**src/rtl/mm_pkg.sv**
```systemverilog
// Shared types and constants for the guess-entry / feedback pair.
package mm_pkg;

    typedef enum logic [1:0] {
        ENTER,
        COMMIT,
        SETTLE,
        DONE
    } guess_state_t;

    localparam int COLOR_W  = 3;
    localparam int SLOT_CNT = 4;

    localparam logic [1:0] FB_DIRECT   = 2'd2;
    localparam logic [1:0] FB_INDIRECT = 2'd1;
    localparam logic [1:0] FB_NONE     = 2'd0;

    function automatic logic has_dup(
        input logic [COLOR_W-1:0] c0,
        input logic [COLOR_W-1:0] c1,
        input logic [COLOR_W-1:0] c2,
        input logic [COLOR_W-1:0] c3
    );
        return (c0 == c1) || (c0 == c2) || (c0 == c3) ||
               (c1 == c2) || (c1 == c3) || (c2 == c3);
    endfunction

endpackage

```
**src/rtl/guess_entry_slot_editor.sv**
```systemverilog
// Four-slot colour edit buffer with per-slot colour wrap and a rotating slot selector.
module slot_editor
    import mm_pkg::*;
#(
    parameter int NUM_COLORS = 6
) (
    input  logic               clk,
    input  logic               rst,
    input  logic               en,
    input  logic               btn_next,
    input  logic               btn_sel,
    output logic [COLOR_W-1:0] edit0,
    output logic [COLOR_W-1:0] edit1,
    output logic [COLOR_W-1:0] edit2,
    output logic [COLOR_W-1:0] edit3,
    output logic [1:0]         sel_slot
);

    localparam logic [COLOR_W-1:0] COLOR_MAX = COLOR_W'(NUM_COLORS - 1);

    logic [COLOR_W-1:0] edit_q [SLOT_CNT];

    // Colour step uses the slot selected before this edge, so next+sel together edit the old slot.
    always_ff @(posedge clk or posedge rst) begin
        if (rst) begin
            for (int unsigned i = 0; i < SLOT_CNT; i++) begin
                edit_q[i] <= '0;
            end
            sel_slot <= '0;
        end else if (en) begin
            if (btn_next) begin
                edit_q[sel_slot] <= (edit_q[sel_slot] == COLOR_MAX) ? '0
                                                                    : edit_q[sel_slot] + COLOR_W'(1);
            end
            if (btn_sel) begin
                sel_slot <= sel_slot + 2'd1;
            end
        end
    end

    assign edit0 = edit_q[0];
    assign edit1 = edit_q[1];
    assign edit2 = edit_q[2];
    assign edit3 = edit_q[3];

endmodule

```
**src/rtl/guess_entry.sv**
```systemverilog
// Guess entry: edits a 4-slot guess, commits it to feedback, counts turns and locks at game end.
// Optional duplicate-colour rejection on submit is enabled by defining GUESS_DUP_REJECT_EN.
module guess_entry
    import mm_pkg::*;
#(
    parameter int MAX_TURNS     = 8,
    parameter int NUM_COLORS    = 6,
    parameter int SETTLE_CYCLES = 4
) (
    input  logic               clk,
    input  logic               rst,
    input  logic               btn_next,
    input  logic               btn_sel,
    input  logic               btn_submit,
    input  logic [1:0]         fb_ssd3,
    input  logic               game_over,
    output logic [COLOR_W-1:0] edit0,
    output logic [COLOR_W-1:0] edit1,
    output logic [COLOR_W-1:0] edit2,
    output logic [COLOR_W-1:0] edit3,
    output logic [1:0]         sel_slot,
    output logic [COLOR_W-1:0] history0,
    output logic [COLOR_W-1:0] history1,
    output logic [COLOR_W-1:0] history2,
    output logic [COLOR_W-1:0] history3,
    output logic               last_turn,
    output logic [3:0]         turn,
    output logic               won,
    output logic               locked
`ifdef GUESS_DUP_REJECT_EN
    ,
    output logic               reject_pulse
`endif
);

    localparam int CNT_W = (SETTLE_CYCLES > 1) ? $clog2(SETTLE_CYCLES) : 1;
    localparam logic [CNT_W-1:0] SETTLE_LAST = CNT_W'(SETTLE_CYCLES - 1);
    localparam logic [3:0] TURN_MAX  = 4'(MAX_TURNS);
    localparam logic [3:0] TURN_LAST = 4'(MAX_TURNS - 1);

    guess_state_t     state, state_next;
    logic [CNT_W-1:0] settle_cnt;
    logic             settle_done;
    logic             edit_en;
    logic             dup;
    logic             submit_ok;

    slot_editor #(
        .NUM_COLORS(NUM_COLORS)
    ) u_slot_editor (
        .clk      (clk),
        .rst      (rst),
        .en       (edit_en),
        .btn_next (btn_next),
        .btn_sel  (btn_sel),
        .edit0    (edit0),
        .edit1    (edit1),
        .edit2    (edit2),
        .edit3    (edit3),
        .sel_slot (sel_slot)
    );

`ifdef GUESS_DUP_REJECT_EN
    assign dup = has_dup(edit0, edit1, edit2, edit3);
`else
    assign dup = 1'b0;
`endif

    // A submit pulse swallows any next/sel pulse in the same cycle.
    assign edit_en     = (state == ENTER) && !btn_submit && !game_over;
    assign submit_ok   = (state == ENTER) && btn_submit && !dup;
    assign settle_done = (settle_cnt == SETTLE_LAST);

    always_ff @(posedge clk or posedge rst) begin
        if (rst) begin
            state <= ENTER;
        end else begin
            state <= state_next;
        end
    end

    always_comb begin
        state_next = state;
        unique case (state)
            ENTER:  if (submit_ok) state_next = COMMIT;
            COMMIT: state_next = SETTLE;
            SETTLE: begin
                if (settle_done) begin
                    if (fb_ssd3 == FB_DIRECT)  state_next = DONE;
                    else if (turn == TURN_MAX) state_next = DONE;
                    else                       state_next = ENTER;
                end
            end
            DONE:   state_next = DONE;
            default: state_next = ENTER;
        endcase
        if (game_over) state_next = DONE;
    end

    always_ff @(posedge clk or posedge rst) begin
        if (rst) begin
            settle_cnt <= '0;
            history0   <= '0;
            history1   <= '0;
            history2   <= '0;
            history3   <= '0;
            last_turn  <= 1'b0;
            turn       <= '0;
            won        <= 1'b0;
            locked     <= 1'b0;
        end else begin
            settle_cnt <= (state == SETTLE && !settle_done) ? settle_cnt + CNT_W'(1) : '0;
            if (state == COMMIT) begin
                history0  <= edit0;
                history1  <= edit1;
                history2  <= edit2;
                history3  <= edit3;
                last_turn <= (turn == TURN_LAST);
                if (turn != TURN_MAX) turn <= turn + 4'd1;
            end
            if (state == SETTLE && settle_done && fb_ssd3 == FB_DIRECT) won <= 1'b1;
            if (state_next == DONE) locked <= 1'b1;
        end
    end

`ifdef GUESS_DUP_REJECT_EN
    always_ff @(posedge clk or posedge rst) begin
        if (rst) begin
            reject_pulse <= 1'b0;
        end else begin
            reject_pulse <= (state == ENTER) && btn_submit && dup && !game_over;
        end
    end
`endif

endmodule

```
**config.mk**
```make
export PLATFORM = sky130hd
export DESIGN_NAME = guess_entry
export DESIGN_NICKNAME = d
export VERILOG_FILES = /design/src/rtl/mm_pkg.sv /design/src/rtl/guess_entry_slot_editor.sv /design/src/rtl/guess_entry.sv
export SDC_FILE = /design/constraint.sdc
export NUM_CORES = 1
export LEC_CHECK = 0
export BUFFER_PORTS_ARGS = -buffer_cell sky130_fd_sc_hd__buf_2
export CAP_MARGIN = 20
export CORE_ASPECT_RATIO = 0.6
export CORE_MARGIN = 2
export CORE_UTILIZATION = 40
export CTS_CLUSTER_SIZE = 12
export DETAILED_ROUTE_END_ITERATION = 16
export PLACE_DENSITY = 0.67
export SYNTH_ARGS = -nofsm -noshare
export SYNTH_HDL_FRONTEND = slang
export SYNTH_HIERARCHICAL = 1
export SYNTH_SLANG_ARGS = --single-unit
```
**constraint.sdc**
```tcl
create_clock -name clk -period 1.8 [get_ports clk]
set_input_delay 0 -clock clk [delete_from_list [all_inputs] [get_ports clk]]
set_output_delay 0 -clock clk [all_outputs]
set_load 0.01 [all_outputs]
```
==> results of run 1 <==
## synth_stat cells
| master | count | area, µm² |
|---|---|---|
| o211ai_1 | 1 | 7.51 |
| or3b_1 | 1 | 8.76 |
| mux4_2 | 3 | 67.6 |
| nor4_1 | 1 | 6.26 |
| nand4_1 | 1 | 6.26 |
| or3b_4 | 1 | 11.3 |
| buf_4 | 1 | 7.51 |
| a211oi_1 | 1 | 7.51 |
| a21oi_1 | 5 | 25.0 |
| and3_1 | 4 | 25.0 |
| a31oi_1 | 7 | 43.8 |
| a31oi_2 | 1 | 12.5 |
| nor3b_1 | 1 | 7.51 |
| nand2b_1 | 4 | 25.0 |
| buf_1 | 4 | 15.0 |
| xnor2_1 | 3 | 26.3 |
| a211o_1 | 1 | 8.76 |
| nand4b_1 | 1 | 8.76 |
| mux2_2 | 15 | 169 |
| o221ai_1 | 1 | 8.76 |
| nand3b_1 | 2 | 15.0 |
| nand2_1 | 4 | 15.0 |
| buf_2 | 2 | 10.0 |
| and3b_1 | 1 | 8.76 |
| nor2_1 | 12 | 45.0 |
| nor3_1 | 1 | 5.00 |
| ha_1 | 7 | 87.6 |
| o21bai_1 | 1 | 7.51 |
| o21ai_0 | 2 | 10.0 |
| dfrtp_1 | 37 | 926 |
| inv_1 | 7 | 26.3 |
| nor2b_1 | 3 | 18.8 |
## area by class of cell
| cell class | instances | area (µm²) | share of cell area |
|---|---|---|---|
| Inverter | 7 | 26.3 | 0.0129 |
| Clock buffer | 5 | 68.8 | 0.0337 |
| Tap cell | 50 | 62.6 | 0.0307 |
| Timing Repair Buffer | 46 | 250 | 0.123 |
| Sequential cell | 37 | 926 | 0.454 |
| Clock inverter | 3 | 17.5 | 0.00859 |
| Multi-Input combinational cell | 85 | 688 | 0.337 |
## repair_timing
action                    in CTS  in global routing
resized for setup              0                  0
hold buffers                   2                  0
hold endpoints to repair      40                  0
## worst paths after layout
| kind | startpoint | end | slack, ns | depth (start not counted) |
|---|---|---|---|---|
| worst max-delay path | turn[0] | state[1] | 0.09 | 5 |
| worst min register to register | settle_cnt[0] | settle_cnt[0] | 0.45 | 1 |
| max in group asynchronous | rst | history3[2] | 0.81 | 3 |
| min in group asynchronous | rst | u_slot_editor/edit1[0] | 0.32 | 3 |
| worst max register to register | turn[0] | state[1] | 0.09 | 5 |
| worst min-delay path | btn_sel | u_slot_editor/sel_slot[0] | 0.01 | 3 |
## stage by stage
stage / total power, mW / hold slack [ns]
finish: 1.47 / 0.0132
global route: 1.54 / 0.0152
CTS: 1.49 / 0.00797
detailed placement: 0.924 / 0.0970
global placement: 0.920 / 0.0636
floorplan: 0.897 / -0.111
## registers in the layout, indices dropped and copies added (netlist names)
name,cells
history3,3
won,1
turn,4
u_slot_editor/edit1,3
history1,3
state,2
history2,3
last_turn,1
u_slot_editor/edit0,3
settle_cnt,2
u_slot_editor/edit3,3
u_slot_editor/sel_slot,2
u_slot_editor/edit2,3
history0,3
locked,1
## worst register-to-register path, delay by kind of cell (launching register included)
kind,cells,cell delay [ns]
and+or+nand+nor,2,0.57
AOI/OAI and AO/OA,1,0.31
DFF,1,0.44
buffers and inverters,1,0.07
adders and majority gates,1,0.20
## routing by layer
metal / global-route usage / up-vias
met4: 0.0590 / 0
li1: - / 570
met3: 0.0521 / 4
met5: 0 / -
met2: 0.221 / 41
met1: 0.217 / 592
## report_power, final
part,internal [mW],switching (mW),total (mW)
Combinational,0.0265,0.0378,0.0644
Clock,0.267,0.298,0.565
Sequential,0.837,0.00845,0.845
## kinds of logic after synthesis
| family | count (synthesis) |
|---|---|
| flops | 37 |
| xor+xnor | 3 |
| simple gates | 37 |
| fa+ha+maj | 7 |
| buf+inv | 14 |
| compound gates | 20 |
| mux | 18 |
==> flow_summary.ini, run 1 <==
[synthesis]
synth-simple-area-share = 0.123
syn_area_mm2 = 0.00167
synth_top_family_by_area = multiplexers
syn_avg_cell_area_um2 = 12.3
synth_warnings = 6
synth_compound_area_frac = 0.0785
yosys.area_share.xor_xnor = 0.0157
postSynthCellCount = 136
syn-num-nets = 151
synth-seq-cells = 37
seq_area_frac_synth = 0.553
synthAdderAreaFrac = 0.0524
muxShareOfSynthArea = 0.141
yosysUniqueCellTypes = 32

[placed_design]
gp_congestion = 0.849
placed_area_mm2 = 0.00193
dp_slack_ns = 0.100
dp.cells = 223
io_buffers = 40
hpwl_um = 2570

[setup_path]
critical_path_class = register to register
cp_top_family = simple AND/OR/NAND/NOR gates
cp.arrival_ns = 1.88
crit_path_start_kind = register
worst-path-buf-inv = 1
critPathMaxStageDelay_ns = 0.44
end_kind = register
cp_slowest_cell = dfrtp_1
cp_max_fo = 5
cp.required_ns = 1.97
cp_cell_sequence = inv_1, ha_1, and3b_1, or3b_1, a211o_1

[clocking]
cts_tree = built
cts_setup_buffers = 0
cts_root_buffer = clkbuf_8
cts_buffers = 5
clk_latency_ns = 0.29
clk_path_buf_depth = 2
htree_levels = 2
cts_sinks = 37
clk_pin_slew_ns = 0.08

[global_routing]
grt_overflow = 0
grt_first_pass_wirelength_um = 5320
grt_pass1_vias = 1068
grt_antenna_before_repair = 0
grt_max_degree = 24
grt.total_usage = 0.154

[detailed_routing]
wl_met3_um = 152
first_iter_violations = 89
via_per_inst = 5.18
wl_met2_um = 1490
wire_per_inst_um = 14.8
top_layer = met4
num_vias = 1207
wl_met1_um = 1760
antenna_left = 0
dr.pass1.iters = 4
route.detailed.drc = 0
routed_wl_um = 3440

[floorplan]
start_util = 0.413
core-area_mm2 = 0.00405
rows = 18
die-area_mm2 = 0.00473
die_w_um = 87.5
io_pins = 41
fp.dieH_um = 54.1

[pwr]
p_per_area_mw_per_mm2 = 723
ir_worst_vdd_mv = 0.378
leakagePower_nw = 1.06

[min_path]
min_path_type = primary input to register

[run]
cap_violations = 0

[timing]
drv_slew = 0
hold_violations = 0
timing.fmax_ghz = 0.586
max_slew_margin = 0.419
period_share = 0.948
rsz0062_at_grt = false
skew_ns = 0.00750
tightest_slew_ns = 0.870
fin_crit_ns = 1.71
fin_tns_setup_ns = 0
setup_violations = 0
fin_ws_ns = 0.0944

[layout]
area_growth_pct = 21.9
final_util = 0.503
drive_gt1_frac = 0.393
layout_common_cells = buf_2, dfrtp_1, mux2_2
final.fill_count = 347
final_nets = 197
final_common_cell = buf_2
instances_no_fill = 233
stdcell_area_mm2 = 0.00204
diodes = 0

[status]
outcome = completed
Note: power is estimated with default switching activity, not from simulation.
==> run 2, diff against run 1 <==
Settings changed: CORE_UTILIZATION 40 to 47, PLACE_DENSITY 0.67 to 0.76.
==> run 2 against run 1 <==
Net effect: power increased by 4.6%; worst hold slack got worse by 0.0059 ns; critical path depth unchanged; count of clock-buffer cells in the layout increased by 2; via count increased by 0.66%; maximum frequency decreased by 0.79%; routed wire length increased by 4.0%; first-iteration DRC count decreased by 28%; clock power increased by 12%; setup slack got worse by 0.014 ns; largest power group unchanged; sequential share of layout area decreased by 0.16 points; cell count decreased by 2.1%.
==> flow_summary.ini, run 2 (synthesis gave the netlist of run 1 again) <==
[status]
outcome = completed

[detailed_routing]
first_iter_violations = 64
routed_wl_um = 3580
antenna_left = 0
dr.pass1.iters = 4
num_vias = 1215
route.detailed.drc = 0
wire_per_inst_um = 15.7
via_per_inst = 5.33

[clocking]
clk_latency_ns = 0.29
clk_pin_slew_ns = 0.07
cts_tree = built
cts_sinks = 37
cts_setup_buffers = 0
cts_buffers = 5
cts_root_buffer = clkbuf_8
clk_path_buf_depth = 2
htree_levels = 2

[setup_path]
crit_cells = 5
worstSetupStartpoint = turn[0]
r2r-start = turn[0]
crit_path_start_kind = register
cp_top_family = simple AND/OR/NAND/NOR gates
r2r_cells = 5
cp_slowest_cell = dfrtp_1
cp.arrival_ns = 1.89
crit_end = state[1]
cp_cell_sequence = inv_1, ha_1, and3b_1, or3b_1, a211o_1
cp.required_ns = 1.97
end_kind = register
critPathMaxStageDelay_ns = 0.44
r2r_slack_ns = 0.08
worst-path-buf-inv = 1
critical_path_class = register to register
reg2reg_to = state[1]
cp_max_fo = 5

[pwr]
leakagePower_nw = 1.07
p_per_area_mw_per_mm2 = 753
ir_worst_vdd_mv = 0.422

[min_path]
worstHoldStart = btn_sel
min_path_type = primary input to register

[placed_design]
gp_congestion = 0.851
dp.cells = 218
io_buffers = 40
hpwl_um = 2790

[global_routing]
grt_pass1_vias = 1240
grt_overflow = 0
grt_antenna_before_repair = 0
grt_first_pass_wirelength_um = 6170
grt_max_degree = 24
grt.total_usage = 0.206

[layout]
largest_reg_flops = 4
top_register = turn
area_growth_pct = 22.5
final_common_cell = buf_2
layout_common_cells = buf_2, dfrtp_1, mux2_2
instances_no_fill = 228
final_nets = 197
drive_gt1_frac = 0.399
diodes = 0

[timing]
max_slew_margin = 0.445
period_share = 0.955
timing.fmax_ghz = 0.582
fin_tns_setup_ns = 0
fin_crit_ns = 1.72
drv_slew = 0
skew_ns = 0.00485
tightest_slew_ns = 0.832
hold_slack_ns = 0.00723
hold_violations = 0
setup_violations = 0
rsz0062_at_grt = false

[floorplan]
die_w_um = 81.0
start_util = 0.503
rows = 16
fp.dieH_um = 50.2
io_pins = 41
die-area_mm2 = 0.00407
core-area_mm2 = 0.00332

[run]
cap_violations = 0
## run 2: cell count changes in the layout (fill, tap and decap cells not counted)
cell and delta:
clkbuf_8 +2, clkinv_2 -1, clkinvlp_4 -1, dfrtp_1 -1, dfrtp_2 +1
## run 2: where the power goes
part,total (mW),switching [mW],internal (mW)
Sequential,0.846,0.00887,0.837
Clock,0.631,0.285,0.346
Combinational,0.0657,0.0387,0.0271
Total,1.54,0.332,1.21
## run 2: per-stage QoR
stage                util  setup slack, ns  power (mW)  cell area [µm²]
finish              0.617           0.0808        1.54             2050
global route        0.617           0.0214        1.61             2050
CTS                 0.616           0.0732        1.55             2050
detailed placement  0.580           0.0945       0.926             1930
global placement    0.580            0.151       0.920             1930
floorplan               -          0.00687       0.897             1670
## run 2: worst min path at each step
stage | endpoint | depth (start not counted)
finish | u_slot_editor/sel_slot[0] | 3
global route | u_slot_editor/sel_slot[0] | 3
CTS | u_slot_editor/sel_slot[0] | 3
detailed placement | u_slot_editor/edit1[0] | 2
global placement | u_slot_editor/edit3[0] | 2
floorplan | u_slot_editor/edit0[0] | 1
## run 2: layout make-up
| cell class | count | area, µm² |
|---|---|---|
| fill | 279 | 1270 |
| multi-input combinational | 85 | 688 |
| tap | 45 | 56.3 |
| timing repair buffer | 46 | 250 |
| clock buffer | 7 | 96.3 |
| sequential | 37 | 927 |
| clock inverter | 1 | 5.00 |
| inverter | 7 | 26.3 |
## run 2: repair_timing
item,4_1_cts,5_1_grt
hold endpoints to repair,40,0
setup endpoints to repair,0,3
hold buffers,2,0
gates resized for setup,0,1
## run 2: tightest hold or removal path: cells and delay by family
kind                   cells  cell delay, ns
buffers and inverters      1            0.10
AND/OR/NAND/NOR            1            0.09
XOR/XNOR                   1            0.07
## run 2: metal layers
layer / global-route usage / vias to the layer above / wire, µm
met5: 0 / - / 0
met4: 0.0706 / 0 / 33
met3: 0.0486 / 4 / 241
met1: 0.294 / 590 / 1680
li1: - / 573 / -
met2: 0.313 / 48 / 1630
==> run 3, diff against run 2 <==
Settings changed: CORE_MARGIN 2 to not set, REMOVE_ABC_BUFFERS set to 1.
==> run 3 against run 2 <==
Net effect: routed wire length is 0.95% lower; first-iteration DRC count increased by 22%; count of clock-buffer cells in the layout did not move; core utilization decreased by 0.23 points; critical endpoint unchanged; largest cell class unchanged; largest power group unchanged.
==> flow_summary.ini, run 3 (synthesis gave the netlist of run 1 again) <==
[status]
outcome = completed

[setup_path]
r2r-start = turn[0]
critPathMaxStageDelay_ns = 0.43
end_kind = register
cp_cell_sequence = inv_1, ha_1, and3b_1, or3b_1, a211o_1
critical_path_class = register to register
cp_max_fo = 5
worstSetupStartpoint = turn[0]
r2r_slack_ns = 0.09
reg2reg_to = state[1]
r2r_cells = 5
cp_slowest_cell = dfrtp_1
crit_end = state[1]
cp.arrival_ns = 1.88
crit_path_start_kind = register
cp.required_ns = 1.97

[pwr]
p_seq_frac = 0.568
p_int_mw = 1.17
power_frac_comb = 0.046
power.switching_mw = 0.319
clkPwrFrac = 0.386
leakagePower_nw = 1.06
ir_worst_vdd_mv = 0.356
p_per_area_mw_per_mm2 = 729
swShare = 0.214

[clocking]
htree_levels = 2
clk_path_buf_depth = 2
clk_pin_slew_ns = 0.07
clk_latency_ns = 0.29
cts_setup_buffers = 0
cts_sinks = 37
cts_buffers = 5
cts_root_buffer = clkbuf_8
cts_tree = built

[timing]
period_share = 0.949
skew_ns = 0.00595
timing.fmax_ghz = 0.586
tightest_slew_ns = 0.551
fin_ws_ns = 0.0923
rsz0062_at_grt = false
fin_tns_setup_ns = 0
hold_violations = 0
max_slew_margin = 0.632
fin_crit_ns = 1.71
setup_violations = 0
drv_slew = 0

[min_path]
min_path_type = primary input to register

[detailed_routing]
wire_per_inst_um = 15.6
num_vias = 1215
first_iter_violations = 78
route.detailed.drc = 0
via_per_inst = 5.33
dr.pass1.iters = 4
antenna_left = 0
routed_wl_um = 3550

[floorplan]
core-area_mm2 = 0.00332
fp.dieH_um = 48.2
rows = 16
io_pins = 41
start_util = 0.503
die-area_mm2 = 0.00381
die_w_um = 79.0

[placed_design]
gp_congestion = 0.840
hpwl_um = 2620
io_buffers = 40
dp_slack_ns = 0.0958

[global_routing]
grt_pass1_vias = 1191
grt.total_usage = 0.208
grt_antenna_before_repair = 0
grt_max_degree = 22
grt_first_pass_wirelength_um = 5590
grt_overflow = 0

[layout]
area_growth_pct = 22.1
seqCellArea_um2 = 926
top_register = turn
layout_common_cells = buf_2, dfrtp_1, mux2_2
largest_reg_flops = 4
drive_gt1_frac = 0.393
final.fill_count = 290
final_nets = 198
diodes = 0
final_common_cell = buf_2
multi_input_area_um2 = 689

[run]
cap_violations = 0
-- run 3: cell types whose count changed in the layout (fill, tap and decap cells not counted), sizes merged --
cell	before	now
buf	44	45
clkinv	1	0
-- run 3: worst max-delay path: cells and delay by family (launching register included) --
family,cells,cell delay (ns)
buffers and inverters,1,0.07
AND/OR/NAND/NOR,2,0.58
adder cells (fa/ha/maj),1,0.21
AO/OA/AOI/OAI,1,0.30
flip-flops,1,0.43
-- run 3: repair_timing --
item                       in CTS  in global routing
hold endpoints to repair       40                  0
hold buffers                    2                  0
gates resized for setup         0                  1
setup endpoints to repair       0                  1
-- run 3: routing by layer --
layer | up-vias | global-route usage | part of all wire
li1 | 572 | - | -
met1 | 595 | 0.260 | 0.45
met2 | 40 | 0.352 | 0.49
met3 | 8 | 0.0505 | 0.050
met4 | 0 | 0.113 | 0.016
met5 | - | 0 | 0
-- run 3: worst min-delay path by stage --
stage | from | endpoint | depth (start not counted)
6_report | btn_sel | u_slot_editor/sel_slot[0] | 3
5_1_grt | btn_sel | u_slot_editor/sel_slot[0] | 3
4_1_cts | btn_sel | u_slot_editor/sel_slot[0] | 3
3_5_place_dp | rst | history2[1] | 2
3_3_place_gp | rst | history3[1] | 2
2_1_floorplan | rst | u_slot_editor/edit0[0] | 1
-- run 3: cell type report --
type | instances | area share
sequential | 37 | 0.453
multi-input combinational | 85 | 0.338
timing repair buffer | 47 | 0.126
clock buffer | 7 | 0.0423
tap | 45 | 0.0276
inverter | 7 | 0.0129
-- run 3: through the flow --
step                cell area [µm²]  total power [mW]  instances  hold slack [ns]  utilization
floorplan                      1640             0.896        129           -0.111            -
global placement               1930             0.921        219           -0.131        0.582
detailed placement             1930             0.927        219           -0.127        0.582
CTS                            2040              1.51        228          0.00131        0.614
global route                   2040              1.54        228           0.0300        0.614
finish                         2040              1.49        228          0.00460        0.614
-- run 3: power by group through the flow --
| stage | logic [mW] | clock network (mW) | registers, mW |
|---|---|---|---|
| after floorplan | 0.0320 | 0 | 0.864 |
| after global placement | 0.0609 | 0 | 0.860 |
| after detailed placement | 0.0655 | 0 | 0.862 |
| after CTS | 0.0693 | 0.590 | 0.846 |
| after global routing | 0.0783 | 0.619 | 0.846 |
| final | 0.0678 | 0.574 | 0.846 |
